`src/rtl/serial_tx_arbiter_if.sv`:
```
// Handshake bundle shared by the requesters, serial_tx_arbiter and the avr_interface TX port.
// The slave modport is the arbiter's view; the master modport is the requester/AVR side.
interface serial_tx_arbiter_if #(
   parameter int NUM_REQ = 4,
   parameter int ID_W    = 2
);
   logic [NUM_REQ-1:0]   req_valid;
   logic [8*NUM_REQ-1:0] req_data;
   logic [NUM_REQ-1:0]   req_lock;
   logic [NUM_REQ-1:0]   req_ready;
   logic [7:0]           tx_data;
   logic                 new_tx_data;
   logic                 tx_busy;
   logic                 tx_block;
   logic [ID_W-1:0]      grant_id;
   logic                 active;
   logic                 timeout_err;

   modport slave (
      input  req_valid, req_data, req_lock, tx_busy, tx_block,
      output req_ready, tx_data, new_tx_data, grant_id, active, timeout_err
   );

   modport master (
      output req_valid, req_data, req_lock, tx_busy, tx_block,
      input  req_ready, tx_data, new_tx_data, grant_id, active, timeout_err
   );
endinterface

```
`src/rtl/serial_tx_arbiter.sv`:
```
// Round-robin arbiter sharing the AVR serial TX byte channel among NUM_REQ requesters.
// Define SERIAL_ARB_LOCK_EN to let a granted requester hold the channel via req_lock.
module serial_tx_arbiter #(
   parameter int NUM_REQ     = 4,
   parameter int ID_W        = 2,
   parameter int ACK_TIMEOUT = 16
) (
   input  logic                     clk,
   input  logic                     rst,
   serial_tx_arbiter_if.slave       bus
);
   localparam int CNT_W = $clog2(ACK_TIMEOUT + 1);

   typedef enum logic [1:0] {
      S_IDLE       = 2'd0,
      S_SEND       = 2'd1,
      S_WAIT_START = 2'd2,
      S_WAIT_DONE  = 2'd3
   } state_t;

   state_t             r_state;
   state_t             w_state_nxt;
   logic [ID_W-1:0]    r_last_grant;
   logic [ID_W-1:0]    r_grant_id;
   logic [ID_W-1:0]    w_winner;
   logic               w_found;
   logic               w_accept;
   logic               w_timeout;
   logic [NUM_REQ-1:0] w_eligible;
   logic [NUM_REQ-1:0] w_req_ready;
   logic [7:0]         r_tx_data;
   logic [CNT_W-1:0]   r_cnt;
   logic               r_new_tx_data;
   logic               r_active;
   logic               r_timeout_err;

   // First eligible index after 'last', wrapping; MSB of the result flags a hit.
   function automatic logic [ID_W:0] pick(input logic [NUM_REQ-1:0] elig,
                                          input logic [ID_W-1:0]    last);
      logic [ID_W:0] res;
      int            idx;
      res = '0;
      for (int i = NUM_REQ; i >= 1; i--) begin
         idx = (int'(last) + i) % NUM_REQ;
         res = elig[idx] ? {1'b1, ID_W'(idx)} : res;
      end
      return res;
   endfunction

`ifdef SERIAL_ARB_LOCK_EN
   logic            r_locked;
   logic [ID_W-1:0] r_lock_id;
   logic            w_lock_hold;

   // Restrict arbitration to the lock owner while it keeps req_lock high.
   always_comb begin
      w_lock_hold = r_locked && bus.req_lock[r_lock_id];
      if (w_lock_hold) begin
         w_eligible = bus.req_valid & ({{(NUM_REQ-1){1'b0}}, 1'b1} << r_lock_id);
      end else begin
         w_eligible = bus.req_valid;
      end
   end

   // Lock ownership: taken at accept, dropped in the first IDLE cycle without req_lock.
   always_ff @(posedge clk) begin
      if (rst) begin
         r_locked  <= 1'b0;
         r_lock_id <= '0;
      end else if (w_accept) begin
         r_locked  <= bus.req_lock[w_winner];
         r_lock_id <= w_winner;
      end else if ((r_state == S_IDLE) && !w_lock_hold) begin
         r_locked  <= 1'b0;
      end
   end
`else
   assign w_eligible = bus.req_valid;
`endif

   // State register.
   always_ff @(posedge clk) begin
      if (rst) begin
         r_state <= S_IDLE;
      end else begin
         r_state <= w_state_nxt;
      end
   end

   // Next-state logic, arbitration and the accept handshake.
   always_comb begin
      w_state_nxt         = r_state;
      w_accept            = 1'b0;
      w_timeout           = 1'b0;
      w_req_ready         = '0;
      {w_found, w_winner} = pick(w_eligible, r_last_grant);
      case (r_state)
         S_IDLE: begin
            if (w_found && !bus.tx_busy && !bus.tx_block && !rst) begin
               w_accept    = 1'b1;
               w_req_ready = {{(NUM_REQ-1){1'b0}}, 1'b1} << w_winner;
               w_state_nxt = S_SEND;
            end else begin
               w_state_nxt = S_IDLE;
            end
         end
         S_SEND: w_state_nxt = S_WAIT_START;
         S_WAIT_START: begin
            // r_cnt counts WAIT_START cycles; the strobe cycle makes up the remaining one.
            if (bus.tx_busy) begin
               w_state_nxt = S_WAIT_DONE;
            end else if (r_cnt == CNT_W'(ACK_TIMEOUT - 2)) begin
               w_timeout   = 1'b1;
               w_state_nxt = S_IDLE;
            end else begin
               w_state_nxt = S_WAIT_START;
            end
         end
         S_WAIT_DONE: begin
            if (bus.tx_busy) begin
               w_state_nxt = S_WAIT_DONE;
            end else begin
               w_state_nxt = S_IDLE;
            end
         end
         default: w_state_nxt = S_IDLE;
      endcase
   end

   // Datapath registers: captured byte, grant history, strobe, ack counter, sticky error.
   always_ff @(posedge clk) begin
      if (rst) begin
         r_tx_data     <= 8'h00;
         r_grant_id    <= '0;
         r_last_grant  <= ID_W'(NUM_REQ - 1);
         r_new_tx_data <= 1'b0;
         r_active      <= 1'b0;
         r_cnt         <= '0;
         r_timeout_err <= 1'b0;
      end else begin
         r_new_tx_data <= w_accept;
         r_active      <= (w_state_nxt != S_IDLE);
         if (w_accept) begin
            r_tx_data    <= bus.req_data[{w_winner, 3'b000} +: 8];
            r_grant_id   <= w_winner;
            r_last_grant <= w_winner;
         end
         if (r_state == S_SEND) begin
            r_cnt <= '0;
         end else if (r_state == S_WAIT_START) begin
            r_cnt <= r_cnt + CNT_W'(1);
         end
         if (w_timeout) begin
            r_timeout_err <= 1'b1;
         end
      end
   end

   // req_ready is the same-cycle acknowledge of the byte being sampled.
   assign bus.req_ready   = w_req_ready;
   assign bus.tx_data     = r_tx_data;
   assign bus.new_tx_data = r_new_tx_data;
   assign bus.grant_id    = r_grant_id;
   assign bus.active      = r_active;
   assign bus.timeout_err = r_timeout_err;
endmodule

```
`src/flat_wrapper.sv`:
```
// flat-port wrapper written by rule: the top's interface ports become plain ports
module serial_tx_arbiter_flat 
#(
   parameter int NUM_REQ     = 4,
   parameter int ID_W        = 2,
   parameter int ACK_TIMEOUT = 16
)
  (clk, rst, bus_req_valid, bus_req_data, bus_req_lock, bus_tx_busy, bus_tx_block, bus_req_ready, bus_tx_data, bus_new_tx_data, bus_grant_id, bus_active, bus_timeout_err);
  serial_tx_arbiter_if #(.NUM_REQ(NUM_REQ), .ID_W(ID_W)) bus_i ();
  input  logic clk;
  input  logic rst;
  input wire logic [$bits(bus_i.req_valid)-1:0] bus_req_valid;
  input wire logic [$bits(bus_i.req_data)-1:0] bus_req_data;
  input wire logic [$bits(bus_i.req_lock)-1:0] bus_req_lock;
  input wire logic [$bits(bus_i.tx_busy)-1:0] bus_tx_busy;
  input wire logic [$bits(bus_i.tx_block)-1:0] bus_tx_block;
  output wire logic [$bits(bus_i.req_ready)-1:0] bus_req_ready;
  output wire logic [$bits(bus_i.tx_data)-1:0] bus_tx_data;
  output wire logic [$bits(bus_i.new_tx_data)-1:0] bus_new_tx_data;
  output wire logic [$bits(bus_i.grant_id)-1:0] bus_grant_id;
  output wire logic [$bits(bus_i.active)-1:0] bus_active;
  output wire logic [$bits(bus_i.timeout_err)-1:0] bus_timeout_err;
  assign bus_i.req_valid = bus_req_valid;
  assign bus_i.req_data = bus_req_data;
  assign bus_i.req_lock = bus_req_lock;
  assign bus_i.tx_busy = bus_tx_busy;
  assign bus_i.tx_block = bus_tx_block;
  assign bus_req_ready = bus_i.req_ready;
  assign bus_tx_data = bus_i.tx_data;
  assign bus_new_tx_data = bus_i.new_tx_data;
  assign bus_grant_id = bus_i.grant_id;
  assign bus_active = bus_i.active;
  assign bus_timeout_err = bus_i.timeout_err;
  serial_tx_arbiter #(.NUM_REQ(NUM_REQ), .ID_W(ID_W), .ACK_TIMEOUT(ACK_TIMEOUT)) u_core (.clk(clk), .rst(rst), .bus(bus_i));
endmodule
```
`config.mk`:
```
export PLATFORM = sky130hd
export DESIGN_NAME = serial_tx_arbiter_flat
export DESIGN_NICKNAME = d
export VERILOG_FILES = /design/src/rtl/serial_tx_arbiter_if.sv /design/src/rtl/serial_tx_arbiter.sv /design/src/flat_wrapper.sv
export SDC_FILE = /design/constraint.sdc
export NUM_CORES = 1
export LEC_CHECK = 0
export CAP_MARGIN = 20
export CORE_UTILIZATION = 35
export CTS_CLUSTER_DIAMETER = 120
export DETAILED_ROUTE_END_ITERATION = 8
export HOLD_SLACK_MARGIN = 0.1
export PLACE_DENSITY = 0.71
export SKIP_LAST_GASP = 1
export SLEW_MARGIN = 20
export SYNTH_ARGS = -nofsm -noshare
export SYNTH_HDL_FRONTEND = slang
export SYNTH_SLANG_ARGS = --single-unit
```
`constraint.sdc`:
```
create_clock -name clk -period 4.3 [get_ports clk]
set_clock_uncertainty 0.2 [all_clocks]
set_input_delay 0.86 -clock clk [delete_from_list [all_inputs] [get_ports clk]]
set_output_delay 0.86 -clock clk [all_outputs]
set_load 0.05 [all_outputs]
```
==> summary.md <==
| Metric | Value |
|---|---|
| Fillers | `288` |
| First-pass GRT wire length | `5220 um` |
| Area after DPL | `1890 um^2` |
| Io pins | `61` |
| CP peak stage delay | `0.56 ns` |
| NumNets Final | `239` |
| Number of synthesized flops with an enable pin | `0` |
| Syn. warnings | `0` |
| Critical path peak fanout | `14` |
| Core area | `3390 um^2` |
| Fin cells | `238` |
| Clock slew at reported path FFs | `0.14 ns` |
| Worst-skew pair later-pin latency | `0.32 ns` |
| WS Path Type | `in -> out` |
| Cell accounting for the most synthesized area | `dfxtp_1` |
| Rel. slew slack | `59.3%` |
| Number of diodes | `0` |
| Status | `finished clean` |
| Slowest CP cell | `or4_4` |
| Largest net degree at the start of global routing | `22` |
| Cells after DPL | `234` |
| Vias in the first global route | `1171` |
| Final Instance Area | `1940 um^2` |
| # resized after CTS | `0` |
| Setup WS pre-CTS | `0.271 ns` |
| Sequential share of the synthesized area | `35.2%` |
| Tcrit/Tclk final | `94.0%` |
| Aggregate global-route resource usage | `19.1%` |
| FF-to-FF path depth | `5` |
| Max VDD drop | `0.147 mV` |
| CP startpoint kind | `primary input` |
| R2R setup slack | `2.23 ns` |
| PD cells | `275 nW/um^2` |
| Reg-to-Reg Start | `u_core.r_state[0]$_SDFF_PP0_` |
| Vias per cell | `5.26` |
| DR iter-0 viols | `39` |
| Endpoints failing hold | `0` |
| RSZ-0062 raised after global routing | `no` |
| Post-CTS setup buffers | `0` |
| RR Endpoint | `u_core.bus.tx_data[1]$_SDFFE_PP0P_` |
| Setup_tns | `0 ns` |
| Final setup violation count | `0` |
| DRC violations left | `0` |
| Minimum clock period | `4.04 ns` |
| CP startpoint | `bus_tx_busy` |
| Row count | `21` |
| FF+latch count, synth | `22` |
| Worst Path Arrival | `2.98 ns` |
| Drt pass-1 iters | `4` |
| Syn_area_per_cell | `9.14 um^2` |
| CP Capture Type | `primary output` |
| Top sig layer | `met4` |
| Static Leakage | `0.781 nW` |
| Gpl congestion | `0.821` |
| Measured slew at the worst slew-check pin | `0.610 ns` |
| Post-route ant nets | `0` |
| H-tree Lvls | `1` |
| Yosys cell types | `35` |
| F_max | `247 MHz` |
| Top-count cell post-synth | `dfxtp_1` |
| Die area | `3820 um^2` |
| Die Wd | `61.8 um` |
| Post-synth top area share | `35.2%` |
| Hold Startpoint | `u_core.bus.grant_id[1]$_SDFFE_PP0P_` |
| # port buffers | `56` |
| Hold Path Class | `reg -> reg` |
| Initial antenna violation count | `0` |
| Post-detail-place hpwl | `2730 um` |
| Routed length on met3 | `151 um` |
| Register area | `440 um^2` |
| Buf+Inv Stages, Crit Path | `3` |
| Synth Instances | `137` |
| CP required | `3.24 ns` |
| Die H | `61.8 um` |
| Crit path max-delay family | `simple AND/OR/NAND/NOR gates` |
| Wire length per cell | `14.6 um` |
| Slew Limit Fails | `0` |
| Worst path cell trace | `clkdlybuf4s50_1 > or4_4 > a211o_4 > clkinv_4 > nand3_1 > nor2b_1 > buf_12` |
| P&R area growth vs syn | `54.9%` |
| TritonCTS Buffers | `3` |
| Hold WS | `0.278 ns` |
| Top post-synthesis cells by area | `dfxtp_1 (35%), mux2i_1 (13%), o221ai_2 (9.6%), nor2_1 (5.1%), nand3b_1 (4.8%)` |
| Top FF cell, synth | `dfxtp_1` |
| Max Cap Viol | `0` |
| Vias | `1252` |
| Clock root buffer | `clkbuf_4` |
| Setup ws final | `0.257 ns` |
| Final WL | `3460 um` |
| Worst hold endpoint | `u_core.bus.grant_id[1]$_SDFFE_PP0P_` |
| CTS tree | `done` |
| DRT met1 WL | `1420 um` |
| Initial core utilization | `37.0%` |
| Cell Area, Synth | `1250 um^2` |
| Hold buffer count at CTS | `0` |
| Synth top cells by count | `dfxtp_1 (22), nor2_1 (17), mux2i_1 (16)` |
| Tot Pwr | `0.533 mW` |
| Layout cells sized above 1 | `12.5%` |
| Total nets after synthesis | `183` |
| Hold Crit Depth | `2` |
| Final Util | `57.3%` |
| Max Buffers Root-to-Sink | `2` |
| Multi-input gate area | `751 um^2` |
| Global route overflow | `0` |
| Met2 WL | `1840 um` |
| Post-synth ARST share | `0%` |
| Clk sink count | `22` |
[tightest hold or removal path, cell delays in order, from the launching register on]
cell and delay, ns:
dfxtp_1 0.34, nand2_1 0.05, a21oi_1 0.05
[metal layers]
metal  GRT usage [%]  up-vias
li1                -      617
met3            4.76        5
met1            22.8      597
met2            32.7       33
met4            7.94        0
met5               0        -
[cells in the final DEF, fill, tap and decap left out, types with 4 or more instances in the layout]
cell type	instances
dfxtp_1	22
o221ai_2	8
mux2i_1	16
inv_1	4
nand2_1	14
clkdlybuf4s50_1	52
a21oi_1	7
nand3b_1	8
buf_12	4
nor2_1	17
[sequential cells by signal (all words and copies together) (netlist names)]
register / count
u_core.bus.grant_id: 2
u_core.bus.timeout_err: 1
u_core.bus.tx_data: 8
u_core.r_cnt: 5
u_core.bus.new_tx_data: 1
u_core.r_state: 2
u_core.bus.active: 1
u_core.r_last_grant: 2
[logic make-up after synthesis]
kind of cell / Yosys count / synth area share [%]
fa+ha+maj: 2 / 2.00
flops: 22 / 35.2
compound gates: 30 / 22.0
xor+xnor: 1 / 0.699
buf+inv: 12 / 4.89
mux: 16 / 12.8
simple gates: 54 / 22.5
[area by class of cell]
cell class              count  share of cell area, %
clock inverters             1                   1.55
well taps                  46                   2.97
flip-flops and latches     22                   22.7
repair buffers             58                   31.7
multi-input cells         103                   38.7
inverters                   5                   1.23
clock buffers               3                   1.16
[power breakdown]
group	internal (mW)	switching (mW)	total, mW
registers	0.214	0.00815	0.222
logic	0.0751	0.0772	0.152
clock network	0.0944	0.0644	0.159
total	0.383	0.150	0.533
[worst max-delay path by stage]
stage | end | slack, ns | cells past startpoint
4_1_cts | bus_req_ready[3] | 0.27 | 7
3_5_place_dp | bus_req_ready[3] | 0.27 | 7
5_1_grt | bus_req_ready[3] | 0.17 | 7
3_3_place_gp | bus_req_ready[3] | 0.31 | 7
2_1_floorplan | bus_req_ready[3] | 0.58 | 5
6_report | bus_req_ready[3] | 0.26 | 7
Note: power is estimated with default switching activity, not from simulation.
==> variant 1 (config.mk and constraints unchanged) <==
Add a define of `SERIAL_ARB_LOCK_EN`.
--- a/src/rtl/serial_tx_arbiter.sv
+++ b/src/rtl/serial_tx_arbiter.sv
@@ -1,4 +1,6 @@
 // Round-robin arbiter sharing the AVR serial TX byte channel among NUM_REQ requesters.
 // Define SERIAL_ARB_LOCK_EN to let a granted requester hold the channel via req_lock.
+`define SERIAL_ARB_LOCK_EN
+
 module serial_tx_arbiter #(
    parameter int NUM_REQ     = 4,
Behaviour: not the same (a bounded check fails within 10 cycles, from zero or initial values and one cycle with rst high).
==> variant 1 against the original RTL <==
  * Sequential power grew 6%
  * Total power rose by 0.38%
  * Maximum frequency increased by 5.2%
  * Register-to-register slack got worse by 0.40 ns
  * Combinational power up 8%
  * Synthesized area up 17%
  * Design area is 12% higher
  * Sequential cell count up 1
  * Highest routed layer unchanged
  * Wire length up 9.2%
  * Die area increased by 17%
  * Setup slack improved by 0.20 ns
  * Count of clock-buffer cells in the layout is the same
==> variant 1: results (changes against the original RTL) <==
Run status
  – Status: finished clean (unchanged)

Route
  – Met3 wire length: 235 um (was 151 um)
  – DR iter-0 viols: 45 (was 39)
  – Met1 WL: 1723 um (was 1417 um)
  – Met2 WL: 1768 um (was 1844 um)

Synthesis
  – Synth Instances: 167 (was 137)
  – Main area contributors after synthesis: dfxtp_1 31%, mux2i_1 8.2%, nor2_1 5.6% (was dfxtp_1 35%, mux2i_1 13%, o221ai_2 9.6%)
  – Seq/Total Area, Yosys: 31.29% (was 35.16%)
  – Syn Nets: 213 (was 183)
  – Post-synth top cells: 23 x dfxtp_1, 22 x nor2_1, 12 x mux2i_1, 11 x nand2_1, 11 x o211ai_1 (was 22 x dfxtp_1, 17 x nor2_1, 16 x mux2i_1, 14 x nand2_1)

Finish
  – Fill count: 387 (was 288)
  – Fin cells: 276 (was 238)
  – Layout Nets: 273 (was 239)
  – Ratio of cells with drive above 1 in the final layout: 11.50% (was 12.50%)

Power
  – Leakage: 0.8652 nW (was 0.7815 nW)
  – Sw frac: 30.85% (was 28.09%)

Worst setup path
  – Worst R2R Setup Slack: 1.83 ns (was 2.23 ns)
  – Worst flop-to-flop path endpoint: u_core.r_locked$_SDFFE_PP0P_ (was u_core.bus.tx_data[1]$_SDFFE_PP0P_)
  – Crit Path Max Fanout: 5 (was 14)
  – Reg2Reg Depth: 6 (was 5)
  – Critical Path AT: 2.78 ns (was 2.98 ns)
  – Top delay family on crit path: buffers and inverters (was simple AND/OR/NAND/NOR gates)

Min path
  – Min-delay src: u_core.bus.timeout_err$_SDFFE_PP0P_ (was u_core.bus.grant_id[1]$_SDFFE_PP0P_)

GRT
  – Largest net degree at the start of global routing: 18 (was 22)
  – Gr usage total: 18.62% (was 19.12%)

Placement
  – GPL Wtd Cong: 0.7766 (was 0.8206)

CTS
  – CTS clk-pin slew, worst paths: 0.08 ns (was 0.14 ns)

STA
  – Slew HR: 49.99% (was 59.30%)
variant 1: worst max-delay path by stage:
stage,start,endpoint,slack [ns]
after detailed placement,bus_tx_busy,bus_req_ready[1],0.47
after global placement,bus_req_lock[2],bus_req_ready[3],0.47
after floorplan,bus_req_lock[3],bus_req_ready[1],0.67
final,bus_req_lock[2],bus_req_ready[3],0.46
after global routing,bus_req_lock[1],bus_req_ready[2],0.30
after CTS,bus_req_lock[2],bus_req_ready[3],0.47
variant 1: tightest hold or removal path, cell delays in order, from the launching register on:
cell and delay, ns:
dfxtp_1 0.34, a21oi_1 0.04, nor2_1 0.08
variant 1: power by group through the flow:
stage	clock network, W	logic (W)	registers, W
finish	0.000136	0.000164	0.000235
global route	0.000149	0.000177	0.000237
CTS	0.000141	0.000166	0.000235
detailed placement	0	0.000165	0.000240
global placement	0	0.000164	0.000239
floorplan	0	0.0000662	0.000264
variant 1: metal layers:
| layer | global-route usage, % | vias to the layer above |
|---|---|---|
| met3 | 4.110 | 4 |
| met2 | 30.18 | 48 |
| li1 | - | 755 |
| met1 | 24.07 | 685 |
| met5 | 0 | - |
| met4 | 6.383 | 0 |
variant 1: area by class of cell:
class	count	area [sq um]	area share, %
multi-input cells	128	912.1	41.80
inverters	6	22.52	1.032
clock inverters	1	5.005	0.2294
clock buffers	3	41.29	1.892
repair buffers	65	678.2	31.08
well taps	50	62.56	2.867
flip-flops and latches	23	460.4	21.10
variant 1: cells by family (layout without fill, tap and decap cells):
logic type	Yosys count	count (layout)	synth area share [%]
adders and majority gates	2	2	1.700
and+or+nand+nor	60	60	21.68
muxes	17	17	13.01
AOI/OAI and AO/OA	48	48	25.00
xor gates and xnor gates	1	1	0.5953
buffers and inverters	16	75	6.717
DFF	23	23	31.29
variant 1: per-stage QoR:
step / utilization [%] / hold WS [ns] / setup slack, ns / instance area [sq um]
after global placement: 53.01 / 0.2580 / 0.4713 / 2136
after floorplan: - / 0.2785 / 0.6671 / 1471
final: 54.16 / 0.2925 / 0.4561 / 2182
after detailed placement: 53.01 / 0.2717 / 0.4708 / 2136
after CTS: 54.16 / 0.2984 / 0.4685 / 2182
after global routing: 54.16 / 0.3182 / 0.2964 / 2182
==> variant 2 (same settings) <==
Made on the original files. Re-encode `state_t` (4 states) as Gray code, 2 bits wide.
--- a/src/rtl/serial_tx_arbiter.sv
+++ b/src/rtl/serial_tx_arbiter.sv
@@ -13,8 +13,8 @@
 
    typedef enum logic [1:0] {
-      S_IDLE       = 2'd0,
-      S_SEND       = 2'd1,
-      S_WAIT_START = 2'd2,
-      S_WAIT_DONE  = 2'd3
+      S_IDLE       = 2'b00,
+      S_SEND       = 2'b01,
+      S_WAIT_START = 2'b11,
+      S_WAIT_DONE  = 2'b10
    } state_t;
 
Behaviour: no difference found for any inputs over 4 cycles, from zero or initial values and one cycle with rst high; so few cycles prove little.
==> variant 2 against the original RTL <==
  * Synthesized area rose by 0.90%
  * Final cell count rose by 2.1%
  * Wire length fell by 2.8%
  * Sequential cell count did not move
  * Design area rose by 1.0%
  * Setup slack improved by 0.23 ns
  * Global-route usage fell by 1.5 points
  * Total power rose by 3.9%
==> variant 2: results (changes against the original RTL) <==
Run status
  – Status: finished clean (unchanged)

Synthesis
  – Post-synth top cells: 22 x dfxtp_1, 16 x nand4_1, 16 x nor2_1, 12 x a21oi_1, 9 x mux2i_1 (was 22 x dfxtp_1, 17 x nor2_1, 16 x mux2i_1, 14 x nand2_1)
  – EDFF count, synth: 0 (unchanged)
  – Async SR Flop Fraction: 0% (unchanged)
  – Netlist cell types: 35 (unchanged)
  – Main area contributors after synthesis: dfxtp_1 35%, nand4_1 7.9%, mux2i_1 7.1% (was dfxtp_1 35%, mux2i_1 13%, o221ai_2 9.6%)
  – Synth Warn #: 0 (unchanged)
  – Seq/Total Area, Yosys: 34.85% (was 35.16%)
  – Syn Area/Cell: 8.962 sq um (was 9.142 sq um)
  – Syn Nets: 187 (was 183)

Placement
  – Detail Placement HPWL: 2522 um (was 2727 um)
  – Port bufs: 56 (unchanged)
  – GPL Wtd Cong: 0.7749 (was 0.8206)
  – Placed cell area: 1908 sq um (was 1888 sq um)
  – Place WS: 0.4922 ns (was 0.2713 ns)

Route
  – Overall routed net length: 3365 um (was 3463 um)
  – DR iter-0 viols: 70 (was 39)
  – Via count: 1246 (was 1252)
  – TritonRoute pass-1 iters: 4 (unchanged)

Power
  – Overall power: 0.0005539 W (was 0.0005331 W)
  – Peak VDD IR: 0.1727 mV (was 0.1474 mV)
  – Combinational Power: 0.000168 W (was 0.000152 W)
  – Power Sequential: 0.000224 W
  – Leakage: 0.7531 nW (was 0.7815 nW)
  – Sw frac: 29.15% (was 28.09%)

GRT
  – Largest net degree at the start of global routing: 20 (was 22)
  – First-pass GRT wire length: 5023 um (was 5216 um)
  – Gr usage total: 17.64% (was 19.12%)
  – Initial antenna violation count: 0 (unchanged)

Worst setup path
  – Worst R2R Setup Slack: 1.96 ns (was 2.23 ns)
  – Crit Path Max Fanout: 18 (was 14)
  – Critical Path AT: 2.75 ns (was 2.98 ns)

CTS
  – PostCTS Resize Cnt: 0 (unchanged)
  – Number of setup buffers added after CTS: 0 (unchanged)
  – Worst-skew pair later-pin latency: 0.32 ns (about the same)
  – CTS clk-pin slew, worst paths: 0.12 ns (was 0.14 ns)
  – H-tree Lvls: 1 (unchanged)
  – Clock Path Buffers: 2 (unchanged)
  – Root buffer cell: clkbuf_4 (unchanged)
  – Total CTS buffers: 3 (unchanged)

STA
  – Fin crit share: 88.70% (was 94.02%)
  – WHS: 0.2974 ns (was 0.2780 ns)
  – Worst slew pin tran: 0.5123 ns (was 0.6105 ns)

Finish
  – Ratio of cells with drive above 1 in the final layout: 13.71% (was 12.50%)
  – Max reg flops: 8 (unchanged)
  – Fill count: 271 (was 288)
  – Sequential cell area: 440.4 sq um (unchanged)
  – Fin cells: 243 (was 238)
  – N_diodes: 0 (unchanged)

Min path
  – Worst Hold Class: register to register (unchanged)
[variant 2: cell types whose count changed after synthesis, moves of 3 or more]
cell,delta
a21oi_1,+5
nand3b_1,-7
o221ai_2,-8
nand2_1,-7
nand4_1,+13
mux2i_1,-7
a32oi_1,-3
a221o_1,+8
mux2_2,+8
[variant 2: cell families after synthesis]
| group | count (synthesis) | share of synthesized area, % |
|---|---|---|
| adder cells (fa/ha/maj) | 2 | 1.980 |
| buffers and inverters | 13 | 5.049 |
| flip-flops | 22 | 34.85 |
| multiplexers | 17 | 14.26 |
| AO/OA/AOI/OAI | 30 | 17.82 |
| AND/OR/NAND/NOR | 57 | 26.04 |
[variant 2: cell type report]
cell class,count,area share [%]
Tap cell,46,2.936
Timing Repair Buffer,59,31.78
Inverter,6,1.404
Clock buffer,3,1.149
Sequential cell,22,22.46
Clock inverter,1,1.532
Multi-Input combinational cell,106,38.74
[variant 2: routing by layer]
metal,vias to the layer above,global-route usage (%),wire length (um)
met5,-,0,0
met2,45,31.91,1667
met3,2,3.106,229
li1,641,-,-
met4,0,4.762,19
met1,558,21.31,1449
[variant 2: critical path: stages]
cell             delay, ns
clkdlybuf4s50_1       0.45
or4_4                 0.54
nor2_8                0.25
nand2_4               0.11
clkinv_4              0.09
nand2_1               0.08
nor2_1                0.20
buf_12                0.16
[variant 2: final timing paths]
path / from / endpoint / depth (start not counted)
min reg2reg: u_core.bus.tx_data[3]$_SDFFE_PP0P_ / u_core.bus.tx_data[3]$_SDFFE_PP0P_ / 1
min: u_core.bus.tx_data[3]$_SDFFE_PP0P_ / u_core.bus.tx_data[3]$_SDFFE_PP0P_ / 1
max reg2reg: u_core.r_last_grant[1]$_SDFFE_PP1P_ / u_core.bus.tx_data[7]$_SDFFE_PP0P_ / 6
max: bus_tx_busy / bus_req_ready[1] / 8
